==> src/rtl/mux2_arbiter.sv <==
// mux2_arbiter: two valid/ready requesters share one registered output
// channel. Ownership is granted one requester at a time, round-robin on
// contention, with the grant held for at most BURST accepted beats while
// the other requester waits.
//
// Optional feature: define MUX2_ARB_STATS_EN to add grant_cnt0/grant_cnt1,
// 16-bit saturating counts of accepted beats per requester.
//
// Handshake: a beat moves on a channel in the cycle where valid && ready are
// both high at the rising clock edge; valid must not depend on ready, data is
// sampled only on that edge, and out_data is held stable while
// out_valid && !out_ready.
module mux2_arbiter #(
  parameter int WIDTH = 4,
  parameter int BURST = 4
) (
  input  logic             clock,
  input  logic             reset,
  input  logic             in0_valid,
  output logic             in0_ready,
  input  logic [WIDTH-1:0] in0_data,
  input  logic             in1_valid,
  output logic             in1_ready,
  input  logic [WIDTH-1:0] in1_data,
  output logic             out_valid,
  input  logic             out_ready,
  output logic [WIDTH-1:0] out_data,
  output logic             select,
  output logic             busy,
  output logic [1:0]       state_o
`ifdef MUX2_ARB_STATS_EN
  ,
  output logic [15:0]      grant_cnt0,
  output logic [15:0]      grant_cnt1
`endif
);

  localparam int CW = $clog2(BURST + 1);
  localparam logic [CW-1:0] BURST_C = CW'(BURST);

  typedef enum logic [1:0] {
    IDLE = 2'd0,
    OWN0 = 2'd1,
    OWN1 = 2'd2
  } state_t;

  state_t           state_q, state_d;
  logic             last_served_q, last_served_d;
  logic [CW-1:0]    beat_cnt_q, beat_cnt_d;
  logic [CW-1:0]    beat_cnt_inc;
  logic             out_valid_q;
  logic [WIDTH-1:0] out_data_q;
  logic             out_free;
  logic             acc0, acc1;

  // Handshake side: only the owner sees ready, and only when the output
  // register is empty or draining this cycle. Gated by reset so nothing is
  // granted while reset is held, even before the reset edge lands.
  always_comb begin
    out_free  = !out_valid_q || out_ready;
    in0_ready = reset && (state_q == OWN0) && out_free;
    in1_ready = reset && (state_q == OWN1) && out_free;
    acc0      = in0_valid && in0_ready;
    acc1      = in1_valid && in1_ready;
    select    = reset && (state_q == OWN1);
    busy      = reset && (state_q != IDLE);
    state_o   = state_q;
    out_valid = out_valid_q;
    out_data  = out_data_q;
  end

  // Ownership FSM next state: round-robin grant from IDLE, burst limit,
  // and early hand-over when the owner goes quiet.
  always_comb begin
    state_d       = state_q;
    last_served_d = last_served_q;
    beat_cnt_d    = beat_cnt_q;
    beat_cnt_inc  = beat_cnt_q + 1'b1;
    case (state_q)
      IDLE: begin
        if (in0_valid && in1_valid) begin
          state_d = last_served_q ? OWN0 : OWN1;
        end else if (in0_valid) begin
          state_d = OWN0;
        end else if (in1_valid) begin
          state_d = OWN1;
        end
      end
      OWN0: begin
        if (acc0) begin
          if (beat_cnt_inc == BURST_C) begin
            beat_cnt_d = '0;
            if (in1_valid) begin
              state_d       = OWN1;
              last_served_d = 1'b0;
            end
          end else begin
            beat_cnt_d = beat_cnt_inc;
          end
        end else if (!in0_valid) begin
          beat_cnt_d    = '0;
          last_served_d = 1'b0;
          state_d       = in1_valid ? OWN1 : IDLE;
        end
      end
      OWN1: begin
        if (acc1) begin
          if (beat_cnt_inc == BURST_C) begin
            beat_cnt_d = '0;
            if (in0_valid) begin
              state_d       = OWN0;
              last_served_d = 1'b1;
            end
          end else begin
            beat_cnt_d = beat_cnt_inc;
          end
        end else if (!in1_valid) begin
          beat_cnt_d    = '0;
          last_served_d = 1'b1;
          state_d       = in0_valid ? OWN0 : IDLE;
        end
      end
      default: begin
        state_d    = IDLE;
        beat_cnt_d = '0;
      end
    endcase
  end

  // FSM state, round-robin memory and burst counter registers.
  always_ff @(posedge clock) begin
    if (!reset) begin
      state_q       <= IDLE;
      last_served_q <= 1'b1;
      beat_cnt_q    <= '0;
    end else begin
      state_q       <= state_d;
      last_served_q <= last_served_d;
      beat_cnt_q    <= beat_cnt_d;
    end
  end

  // Registered output slot: load on an accepted beat, empty when drained.
  // A beat still held at reset is discarded.
  always_ff @(posedge clock) begin
    if (!reset) begin
      out_valid_q <= 1'b0;
      out_data_q  <= '0;
    end else if (acc0) begin
      out_valid_q <= 1'b1;
      out_data_q  <= in0_data;
    end else if (acc1) begin
      out_valid_q <= 1'b1;
      out_data_q  <= in1_data;
    end else if (out_ready) begin
      out_valid_q <= 1'b0;
    end
  end

`ifdef MUX2_ARB_STATS_EN
  logic [15:0] grant_cnt0_q, grant_cnt1_q;

  // Per-requester accepted-beat counters, saturating at all-ones.
  always_ff @(posedge clock) begin
    if (!reset) begin
      grant_cnt0_q <= '0;
      grant_cnt1_q <= '0;
    end else begin
      if (acc0 && (grant_cnt0_q != 16'hFFFF)) grant_cnt0_q <= grant_cnt0_q + 16'd1;
      if (acc1 && (grant_cnt1_q != 16'hFFFF)) grant_cnt1_q <= grant_cnt1_q + 16'd1;
    end
  end

  assign grant_cnt0 = grant_cnt0_q;
  assign grant_cnt1 = grant_cnt1_q;
`endif

endmodule

==> config.mk <==
export PLATFORM = sky130hd
export DESIGN_NAME = mux2_arbiter
export DESIGN_NICKNAME = d
export VERILOG_FILES = /design/src/rtl/mux2_arbiter.sv
export SDC_FILE = /design/constraint.sdc
export NUM_CORES = 1
export LEC_CHECK = 0
export ABC_CLOCK_PERIOD_IN_PS = 5100
export CAP_MARGIN = 25
export CORE_MARGIN = 1.5
export CORE_UTILIZATION = 45
export DETAILED_ROUTE_END_ITERATION = 8
export GPL_TIMING_DRIVEN = 0
export PLACE_DENSITY = 0.78
export SETUP_SLACK_MARGIN = 0.5
export SYNTH_ARGS = -nofsm -noshare
export SYNTH_HDL_FRONTEND = slang
export SYNTH_SLANG_ARGS = --single-unit
==> constraint.sdc <==
create_clock -name clock -period 5.1 [get_ports clock]
set_clock_uncertainty 0.2 [all_clocks]
set_input_delay 0.765 -clock clock [delete_from_list [all_inputs] [get_ports clock]]
set_output_delay 0.765 -clock clock [all_outputs]
set_load 0.05 [all_outputs]
After elaboration in Yosys (flattened, before gate mapping):

Index checks and enable logic that the tools add are counted.

* input bits: 13
* output and inout port bits: 11
* logic and storage cells: 68
* register bits: 11

* reductions and logical operators: 18
* equality and inequality tests: 9
* bitwise gates (word level): 1
* muxes and demuxes: 34
* add/subtract/negate cells: 1

Operators by type and width (number)
* 2-bit two-way mux: 12
* 3-bit two-way mux: 5
* 1-bit two-way mux: 12
* 3-bit inequality test, second input constant: 4
* 3-bit one-hot mux with 3 select lines: 1
* 1-bit logical AND: 8
* 4-bit two-way mux: 2
* 7-bit AND reduction: 1
* 3-bit by 2-bit inequality test with 1-bit output, second input constant: 2
* 2-bit one-hot mux with 3 select lines: 1
* 2-bit nonzero test: 3
* 5-bit AND reduction: 1
* 3-bit by 1-bit adder with 3-bit output, second input constant: 1
* 3-bit equality test, second input constant: 1
* 3-bit AND reduction: 1
* 3-bit nonzero test: 1
* 2-bit by 1-bit equality test with 1-bit output, second input constant: 1
* 2-bit equality test, second input constant: 1
* 2-bit logical NOT: 1
* 1-bit one-hot mux with 2 select lines: 1
* 1-bit logical NOT: 1
* 1-bit logical OR: 1
* 1-bit NOT: 1

Logic depth before layout (Yosys ltp):

Gate-level depths: netlist (run 1).

* word-level depth: 6
* gate-level depth with buffers: 7
* mapped depth without buffers: 6

Least setup slack after synthesis (run 1):

Ideal clock, no wire load.

* path kind: register to output
* start point: register state_q[0] (netlist: state_o[0])
* end point: output port busy
* cell stages (with the launch flop): 5
* buffers on the path: 1
* arrival: 1.839 ns
* setup slack: 2.296 ns
* cells stage by stage: dfxtp_1 > inv_1 > ha_1 > buf_4 > nor2_1

* word-level cells in the longest chain between the ends: 2

RTL lines
* start, declared: line 47 `state_t state_q, state_d;`
* start signal, assigned: line 137 `state_q <= state_d;`
* 2-bit nonzero test: line 66 `busy = reset && (state_q != IDLE);`
* 1-bit logical AND: line 66
* end, declared: line 29 `output logic busy,`

No other way between the ends.

Final worst setup path (run 1):

* start point: input port reset
* end point: output port in1_ready

* word-level cells in the longest chain between the ends: 2

RTL lines
* start, declared: line 18 `input logic reset,`
* 1-bit logical AND (2 in a row): line 62 `in1_ready = reset && (state_q == OWN1) && out_free;`
* end, declared: line 23 `output logic in1_ready,`

No other way between the ends.

==> run summary, run 1 <==
vias per inst = 5.98
top post-synthesis cells by count = dfxtp_1 (11), nor2_1 (7), ha_1 (6), inv_1 (6), a21oi_1 (5)
CTS Hold Buffers Added = 0
Synth Warn # = 0
status = finished clean
WL per Instance = 13.9 um
CP Cell Sequence = clkdlybuf4s50_1, clkbuf_1, and3_1, clkdlybuf4s50_1
ant diodes = 0
TritonCTS clock tree = built
combinational family with the most area after synthesis = compound AO/OA/AOI/OAI gates
fin nets = 132
Clk pwr share = 12.6%
clock-pin slew on the worst setup and hold paths = 0.08 ns
Final Cycle Share = 68.9%
DRC viols = 0
Power Dens Cells = 494 nW/um^2
CTS Buf Count = 3
row count = 14
largest area contributor in the netlist = dfxtp_1
Tmin final = 3.51 ns
combinational share of power = 63.2%
Remaining Overflow, GRT = 0
sw power = 0.239 mW
drt pass-1 iters = 4
H-tree Lvls = 1
Seq pwr share = 24.3%
synth unique cells = 34
post-route ant nets = 0
Post-Route WL = 1780 um
CTS Root Cell = clkbuf_4
peak supply drop = 352 uV
Worst Hold Depth = 2
Area Growth Syn to Fin = 35.7%
die footprint = 1910 sq um
Leakage = 0.424 nW
clk buf depth = 2
Crit-path slowest cell = clkdlybuf4s50_1
PostCTS Resize Cnt = 0
Crit path top cell by count = clkdlybuf4s50_1
via count = 765
final hold viol count = 0
sw frac = 47.7%
largest net degree at the start of global routing = 11
crit path DAT = 2.55 ns
syn_area_per_cell = 8.69 sq um
Crit. End Element = primary output
MaxCap Viol Count = 0
Startpoint Class = input pin
DRT iter0 DRCs = 12
mux share of post-synthesis cell area = 5.36%
placed cell areas = 987 sq um
post-DP HPWL = 1290 um
RSZ-0062 raised after global routing = false
RePlAce Congestion = 0.855
Post-CTS Setup Repair Bufs = 0
worst skew pair latency = 0.28 ns
share of layout cells above drive strength 1 = 9.82%
die height = 43.7 um
Synth async-reset ratio = 0%
CP required = 4.14 ns
max incr delay on CP = 0.79 ns
Syn Nets = 105
fmax = 0.285 GHz
CORE AREA = 1520 sq um
Hold EP = beat_cnt_q[1]
Max Slew Vio Count = 0
register area share after synthesis = 29.5%
reg2reg path depth = 7
Fill cells = 126
io pins = 24
Die W = 43.7 um
first-pass GRT wire length = 3080 um
Worst Tran Pin Value = 0.503 ns
Initial Utilization = 49.0%
vias in the first global route = 724
ys flop type = dfxtp_1
input/output buffers = 22
setup_tns = 0 ns
reg-to-reg endpoint = beat_cnt_q[2]
Reg-to-Reg Start = state_o[0]
GRT Total Usage = 21.5%
fraction of the mapped netlist area in simple logic gates = 19.6%
Clock Sinks = 11
critical path launch point = reset
fin area = 1010 sq um
Finish-stage setup viols = 0
Power Total = 0.501 mW
Synth Area in Compound Gates = 27.5%
CP Max Fanout = 10
Synth top area share = 29.5%
initial antenna violation count = 0
Reg2Reg Setup Slack = 2.70 ns
Post-synth EDFFs = 0
synthesized flop and latch total = 11
Post-Synth XOR/XNOR Area = 1.17%
Synth area leaders = dfxtp_1 (29%), ha_1 (10%), mux2i_1 (5.4%)
Synth Cell Area = 747 sq um
Adder-Cell Fraction of Synth Area = 10.1%
Slew HR = 66.4%
Pint = 0.262 mW
Hold Startpoint = beat_cnt_q[1]
Hold WC Path Type = reg2reg
most frequent cell after synthesis = dfxtp_1
Post-Syn Instances = 86
Setup Crit Path Kind = in2out
## how the worst max path moves through the flow
| stage | endpoint |
|---|---|
| 6_report | in1_ready |
| 5_1_grt | in1_ready |
| 4_1_cts | in1_ready |
| 3_5_place_dp | in1_ready |
| 3_3_place_gp | in1_ready |
| 2_1_floorplan | busy |
## state kept, by name, indices dropped and copies added, names as in the netlist
| register | cells |
|---|---|
| out_data | 4 |
| beat_cnt_q | 3 |
| state_o | 2 |
| last_served_q | 1 |
| out_valid | 1 |
## routing by layer
layer  vias to the layer above  track usage (%)  share of wire, %
li1                        372                -                 -
met1                       363             27.8                44
met2                        28             33.5                49
met3                         2             7.08               6.6
met4                         0             7.27              0.17
met5                         -                0                 0
## cells in the final DEF (no fill, tap or decap)
cell	n
a41oi_1	1
or4b_1	1
clkdlybuf4s50_1	22
ha_1	6
o21a_1	1
mux2i_1	4
a211o_1	2
nand2_1	3
nand2b_4	1
a31oi_1	3
clkbuf_4	3
o21ai_0	3
or3b_2	1
a311oi_1	2
a41o_1	1
nand2b_1	1
a22oi_2	1
nand4_1	2
or3_1	2
a21oi_1	5
a211oi_1	4
or2_2	1
o31a_1	1
buf_2	2
o211ai_1	2
and3_1	2
nor2_1	7
a221o_1	1
or4b_4	1
clkbuf_1	4
xor2_1	1
inv_1	6
and2_1	2
a2111oi_0	1
buf_4	1
dfxtp_1	11
## metrics by stage
stage	instances	setup slack, ns	util, %	hold WS, ns
final	128	1.59	66.5	0.299
after global routing	128	1.50	66.5	0.336
after CTS	128	1.59	66.5	0.303
after detailed placement	124	1.59	64.8	0.291
after global placement	124	1.58	64.8	0.283
after floorplan	86	2.30	-	0.269
## kinds of logic (layout without fill, tap and decap cells)
family	Yosys count	in the layout
AOI/OAI and AO/OA	28	28
and+or+nand+nor	24	24
buffers and inverters	12	38
DFF	11	11
adders and majority gates	6	6
muxes	4	4
xor gates and xnor gates	1	1
## critical path: cells and delay by family
| family | cells | cell delay (ns) |
|---|---|---|
| AND/OR/NAND/NOR | 1 | 0.22 |
| buffers and inverters | 3 | 1.56 |
## area by class of cell
cell class	instances	area, sq um	area share (%)
buffer	6	28.8	2.84
tap	16	20.0	1.98
clock buffer	4	26.3	2.59
sequential	11	220	21.7
timing repair buffer	22	220	21.7
multi-input combinational	63	475	46.9
inverter	6	22.5	2.22
## power groups by stage
stage          registers [mW]  logic, mW  clock network, mW
5_1_grt                 0.124      0.342             0.0716
3_5_place_dp            0.122      0.315                  0
4_1_cts                 0.121      0.317             0.0649
6_report                0.121      0.316             0.0629
3_3_place_gp            0.122      0.312                  0
2_1_floorplan           0.172      0.180                  0
(Power assumes the default switching activity.)
==> run 2: changes to the inputs <==
Settings changed: ABC_CLOCK_PERIOD_IN_PS 5100 to 3700, CORE_UTILIZATION 45 to 44, PLACE_DENSITY 0.78 to 0.77.
Clock period 5.1 ns to 3.7 ns, I/O delays scaled along.
==> run summary, run 2 (synthesis results as in run 1) <==
H-tree Lvls = 1 (unchanged)
io pins = 24 (unchanged)
Worst Tran Pin Value = 0.515 ns (+0.0123 ns)
Clock Sinks = 11 (unchanged)
share of layout cells above drive strength 1 = 9.82% (unchanged)
row count = 14 (unchanged)
reg2reg path depth = 7 (unchanged)
TritonCTS clock tree = built
Worst Hold Depth = 2 (unchanged)
Setup Crit Path Kind = in2out
clk buf depth = 2 (unchanged)
Die W = 44.2 um (+1.1%)
Remaining Overflow, GRT = 0 (unchanged)
fmax = 0.321 GHz
Seq. cell area = 220 sq um (unchanged)
RePlAce Congestion = 0.876 (+2.4%)
fin area = 1020 sq um (+0.25%)
dpl cells = 124 (unchanged)
CORE AREA = 1540 sq um (+1.1%)
input/output buffers = 22 (unchanged)
first-pass GRT wire length = 2990 um (-2.9%)
Crit. End Element = primary output
via count = 763 (-0.26%)
DRC viols = 0 (unchanged)
Reg2Reg Setup Slack = 1.33 ns (-1.37 ns)
setup_tns = 0 ns (unchanged)
CTS Root Cell = clkbuf_4
Initial Utilization = 48.5% (-0.56 points)
met2 wire len = 933 um (+6.3%)
DR WL met3 = 157 um (+33%)
Multi-input gate area = 475 sq um (unchanged)
Reg-to-Reg Start = state_o[1]
Fill cells = 138 (+9.5%)
final hold viol count = 0 (unchanged)
Post-CTS Setup Repair Bufs = 0 (unchanged)
DRT iter0 DRCs = 40 (+28)
Max Slew Vio Count = 0 (unchanged)
Non-Filler Instances = 128 (unchanged)
MaxCap Viol Count = 0 (unchanged)
Largest register FFs = 4 (unchanged)
largest net degree at the start of global routing = 11 (unchanged)
CTS Hold Buffers Added = 0 (unchanged)
Highest Signal Layer = met3
routed length on met1 = 784 um (+1.3%)
Hold WC Path Type = reg2reg
CP Max Fanout = 10 (unchanged)
crit path DAT = 2.37 ns (-0.18 ns)
Area Growth Syn to Fin = 36.0%
Startpoint Class = input pin
initial antenna violation count = 0 (unchanged)
CTS Buf Count = 3 (unchanged)
CP required = 2.94 ns (-1.20 ns)
Leakage = 0.441 nW (+4.1%)
PostCTS Resize Cnt = 0 (unchanged)
clock-pin slew on the worst setup and hold paths = 0.08 ns (about the same)
GRT Total Usage = 20.8% (-0.69 points)
Slew HR = 65.6% (-0.82 points)
peak supply drop = 453 uV (+29%)
Final Cycle Share = 84.3%
Hold EP = beat_cnt_q[2]
die height = 44.2 um (+1.1%)
placed cell areas = 987 sq um (unchanged)
vias per inst = 5.96 (-0.26%)
WL per Instance = 14.7 um (+5.7%)
most frequent cells in the layout = clkdlybuf4s50_1 (21), dfxtp_1 (11), nor2_1 (7), inv_1 (6), ha_1 (6)
die footprint = 1950 sq um (+2.1%)
post-DP HPWL = 1400 um (+8.9%)
Tmin final = 3.12 ns
most common cell after layout, fill and taps aside = clkdlybuf4s50_1
reg-to-reg endpoint = beat_cnt_q[2]
post-route ant nets = 0 (unchanged)
Post-Route WL = 1880 um (+5.7%)
ant diodes = 0 (unchanged)
Power Total = 0.692 mW (+38%)
Power Dens Cells = 681 nW/um^2 (+38%)
drt pass-1 iters = 4 (unchanged)
Hold Startpoint = beat_cnt_q[2]
worst skew pair latency = 0.27 ns (about the same)
vias in the first global route = 693 (-4.3%)
Finish-stage setup viols = 0 (unchanged)
RSZ-0062 raised after global routing = false
fin nets = 132 (unchanged)
status = finished clean
run 2: changes by cell type in the layout (fill, tap and decap cells not counted), sizes merged:
cell,previous run,this run
clkdlybuf4s50,22,21
dlymetal6s2s,0,1
run 2: area by class of cell:
class                      count  area share (%)
sequential                    11            21.7
buffer                         6            2.83
tap                           16            1.97
clock buffer                   4            2.59
multi-input combinational     63            46.8
timing repair buffer          22            21.9
inverter                       6            2.22
run 2: stage by stage:
stage / setup WS, ns / hold slack (ns) / util [%]
4_1_cts: 0.582 / 0.317 / 65.7
3_5_place_dp: 0.585 / 0.304 / 64.0
5_1_grt: 0.503 / 0.345 / 65.9
3_3_place_gp: 0.589 / 0.285 / 64.0
6_report: 0.580 / 0.306 / 65.9
2_1_floorplan: 1.02 / 0.269 / -
run 2: critical path, cell delays in order:
cell and delay (ns):
clkdlybuf4s50_1 0.48, clkbuf_1 0.31, and3_1 0.22, clkdlybuf4s50_1 0.79
run 2: worst max-delay path by stage:
stage | startpoint | end | slack (ns) | cells past startpoint
global placement | reset | in0_ready | 0.59 | 4
global route | reset | in1_ready | 0.50 | 4
floorplan | state_o[0] | beat_cnt_q[2] | 1.02 | 7
CTS | reset | in0_ready | 0.58 | 4
detailed placement | reset | in0_ready | 0.58 | 4
finish | reset | in1_ready | 0.58 | 4
run 2: per-layer routing:
metal | vias up | GRT usage, %
li1 | 372 | -
met1 | 360 | 25.2
met2 | 31 | 34.7
met3 | 0 | 8.57
met4 | 0 | 4.24
met5 | - | 0
run 2: power by group:
group | total [mW] | internal [mW] | switching [mW]
registers | 0.166 | 0.144 | 0.0218
clock network | 0.0843 | 0.0418 | 0.0426
logic | 0.441 | 0.175 | 0.267
total | 0.692 | 0.361 | 0.331
==> run 3: changes to the inputs <==
Settings changed: ABC_CLOCK_PERIOD_IN_PS 3700 to 2800, CORE_ASPECT_RATIO from default to 0.7, CORE_UTILIZATION 44 to 40, PLACE_DENSITY 0.77 to 0.74.
Clock period 3.7 ns to 2.8 ns, I/O delays scaled along.
==> run summary, run 3 (synthesis results as in run 1) <==
critical path's top delay family = buffers and inverters
Worst Tran Pin Value = 0.496 ns (-0.0193 ns)
Die W = 54.7 um (+24%)
Finish-stage setup viols = 0 (unchanged)
peak supply drop = 709 uV (+57%)
CP required = 2.18 ns (-0.76 ns)
final hold viol count = 0 (unchanged)
Leakage = 0.448 nW (+1.5%)
RePlAce Congestion = 0.834 (-4.7%)
Remaining Overflow, GRT = 0 (unchanged)
Post-Route WL = 1800 um (-4.2%)
share of layout cells above drive strength 1 = 22.3% (+13 points)
Power Dens Cells = 902 nW/um^2 (+32%)
fin area = 1030 sq um (+1.7%)
Crit-path slowest cell = clkdlybuf4s50_1
clock-pin slew on the worst setup and hold paths = 0.08 ns (about the same)
Slew HR = 66.9% (+1.3 points)
GRT Total Usage = 19.4% (-1.4 points)
Place WS = -0.0268 ns (-0.611 ns)
vias in the first global route = 674 (-2.7%)
most frequent cells in the layout = clkdlybuf4s50_1 (17), dfxtp_1 (9), nor2_1 (7), a21oi_1 (5)
Bufs and invs on worst path = 3 (unchanged)
fmax = 0.444 GHz
die height = 39.2 um (-11%)
met1 usage = 24.5% (-0.65 points)
DRT iter0 DRCs = 12 (-70%)
initial antenna violation count = 0 (unchanged)
clk buf depth = 2 (unchanged)
drt pass-1 iters = 4 (unchanged)
TritonCTS clock tree = built
Startpoint Class = input pin
vias per inst = 5.50 (-7.8%)
max incr delay on CP = 0.48 ns (-0.31 ns)
first-pass GRT wire length = 2910 um (-2.8%)
Tmin final = 2.25 ns
Area Growth Syn to Fin = 38.4%
Hold WC Path Type = in2reg
placed cell areas = 1010 sq um (+2.0%)
Top Usage Layer GRT = met2
WL per Instance = 13.5 um (-7.8%)
die footprint = 2140 sq um (+9.5%)
ant diodes = 0 (unchanged)
Largest register FFs = 4 (unchanged)
Crit. End Element = primary output
most common cell after layout, fill and taps aside = clkdlybuf4s50_1
met2 Use GR = 32.4% (-2.3 points)
io pins = 24 (unchanged)
status = finished clean
CTS Buf Count = 3 (unchanged)
MaxCap Viol Count = 0 (unchanged)
Clock Sinks = 11 (unchanged)
post-route ant nets = 0 (unchanged)
Post-CTS Setup Repair Bufs = 0 (unchanged)
crit path DAT = 1.63 ns (-0.74 ns)
CP Max Fanout = 10 (unchanged)
CP Cell Sequence = clkdlybuf4s50_1, clkbuf_2, and2_1, clkdlybuf4s15_2
worst skew pair latency = 0.28 ns (about the same)
input/output buffers = 22 (unchanged)
fin nets = 132 (unchanged)
largest net degree at the start of global routing = 11 (unchanged)
CTS Root Cell = clkbuf_4
final worst slack = 0.550 ns (-0.0303 ns)
CTS Hold Buffers Added = 0 (unchanged)
Setup Crit Path Kind = in2out
row count = 12 (-2)
met3 Track Usage GR = 6.98% (-1.6 points)
Max Slew Vio Count = 0 (unchanged)
Initial Utilization = 44.8% (-3.6 points)
post-DP HPWL = 1350 um (-3.9%)
DRC viols = 0 (unchanged)
RSZ-0062 raised after global routing = true
via count = 731 (-4.2%)
H-tree Lvls = 1 (unchanged)
CORE AREA = 1670 sq um (+8.1%)
Final Cycle Share = 80.4%
Power Total = 0.932 mW (+35%)
-- run 3: cell types whose count changed in the layout (fill, tap and decap cells not counted), sizes merged --
cell,before,now
clkdlybuf4s50,21,17
clkdlybuf4s15,0,1
buf,3,5
clkinv,0,1
-- run 3: worst paths after layout --
kind,startpoint,to,slack (ns),depth (start not counted)
worst max-delay path,reset,select,0.55,4
worst min-delay path,in0_valid,out_valid,0.30,3
worst max register to register,state_o[0],beat_cnt_q[2],0.57,7
worst min register to register,beat_cnt_q[1],beat_cnt_q[1],0.31,2
-- run 3: timing repair --
item	in CTS	in global routing
setup endpoints to repair	4	3
resized for setup	16	8
endpoints found under the hold margin	0	0
-- run 3: area by class of cell --
| cell class | count | area (sq um) |
|---|---|---|
| Tap cell | 21 | 26.3 |
| Timing Repair Buffer | 22 | 209 |
| Buffer | 6 | 37.5 |
| Fill cell | 152 | 633 |
| Multi-Input combinational cell | 63 | 483 |
| Clock inverter | 1 | 5.00 |
| Sequential cell | 11 | 228 |
| Inverter | 6 | 22.5 |
| Clock buffer | 3 | 22.5 |
-- run 3: where the power goes --
group          leakage (nW)  switching (mW)  internal [mW]
combinational         0.339           0.350          0.237
sequential           0.0908          0.0317          0.199
clock                0.0177          0.0615         0.0531
-- run 3: routing by layer --
metal	part of all wire, %	wire length (um)	vias to the layer above
li1	-	-	373
met1	47	849	325
met2	45	812	31
met3	7.0	125	2
met4	0.50	9	0
met5	0	0	-
-- run 3: through the flow --
stage	TNS, ns	utilization [%]	std cells	hold slack (ns)
6_report	0	62.0	133	0.298
5_1_grt	0	62.0	133	0.312
4_1_cts	0	62.2	133	0.297
3_5_place_dp	-0.0532	60.4	129	0.294
3_3_place_gp	-0.0443	60.4	129	0.283
2_1_floorplan	0	-	86	0.270
-- run 3: worst register-to-register path: stages, from the launching register on --
cell and delay [ns]:
dfxtp_4 0.36, inv_2 0.05, ha_2 0.18, buf_6 0.13, nand2b_4 0.13, or4b_4 0.51, or4b_1 0.47, a21oi_1 0.13
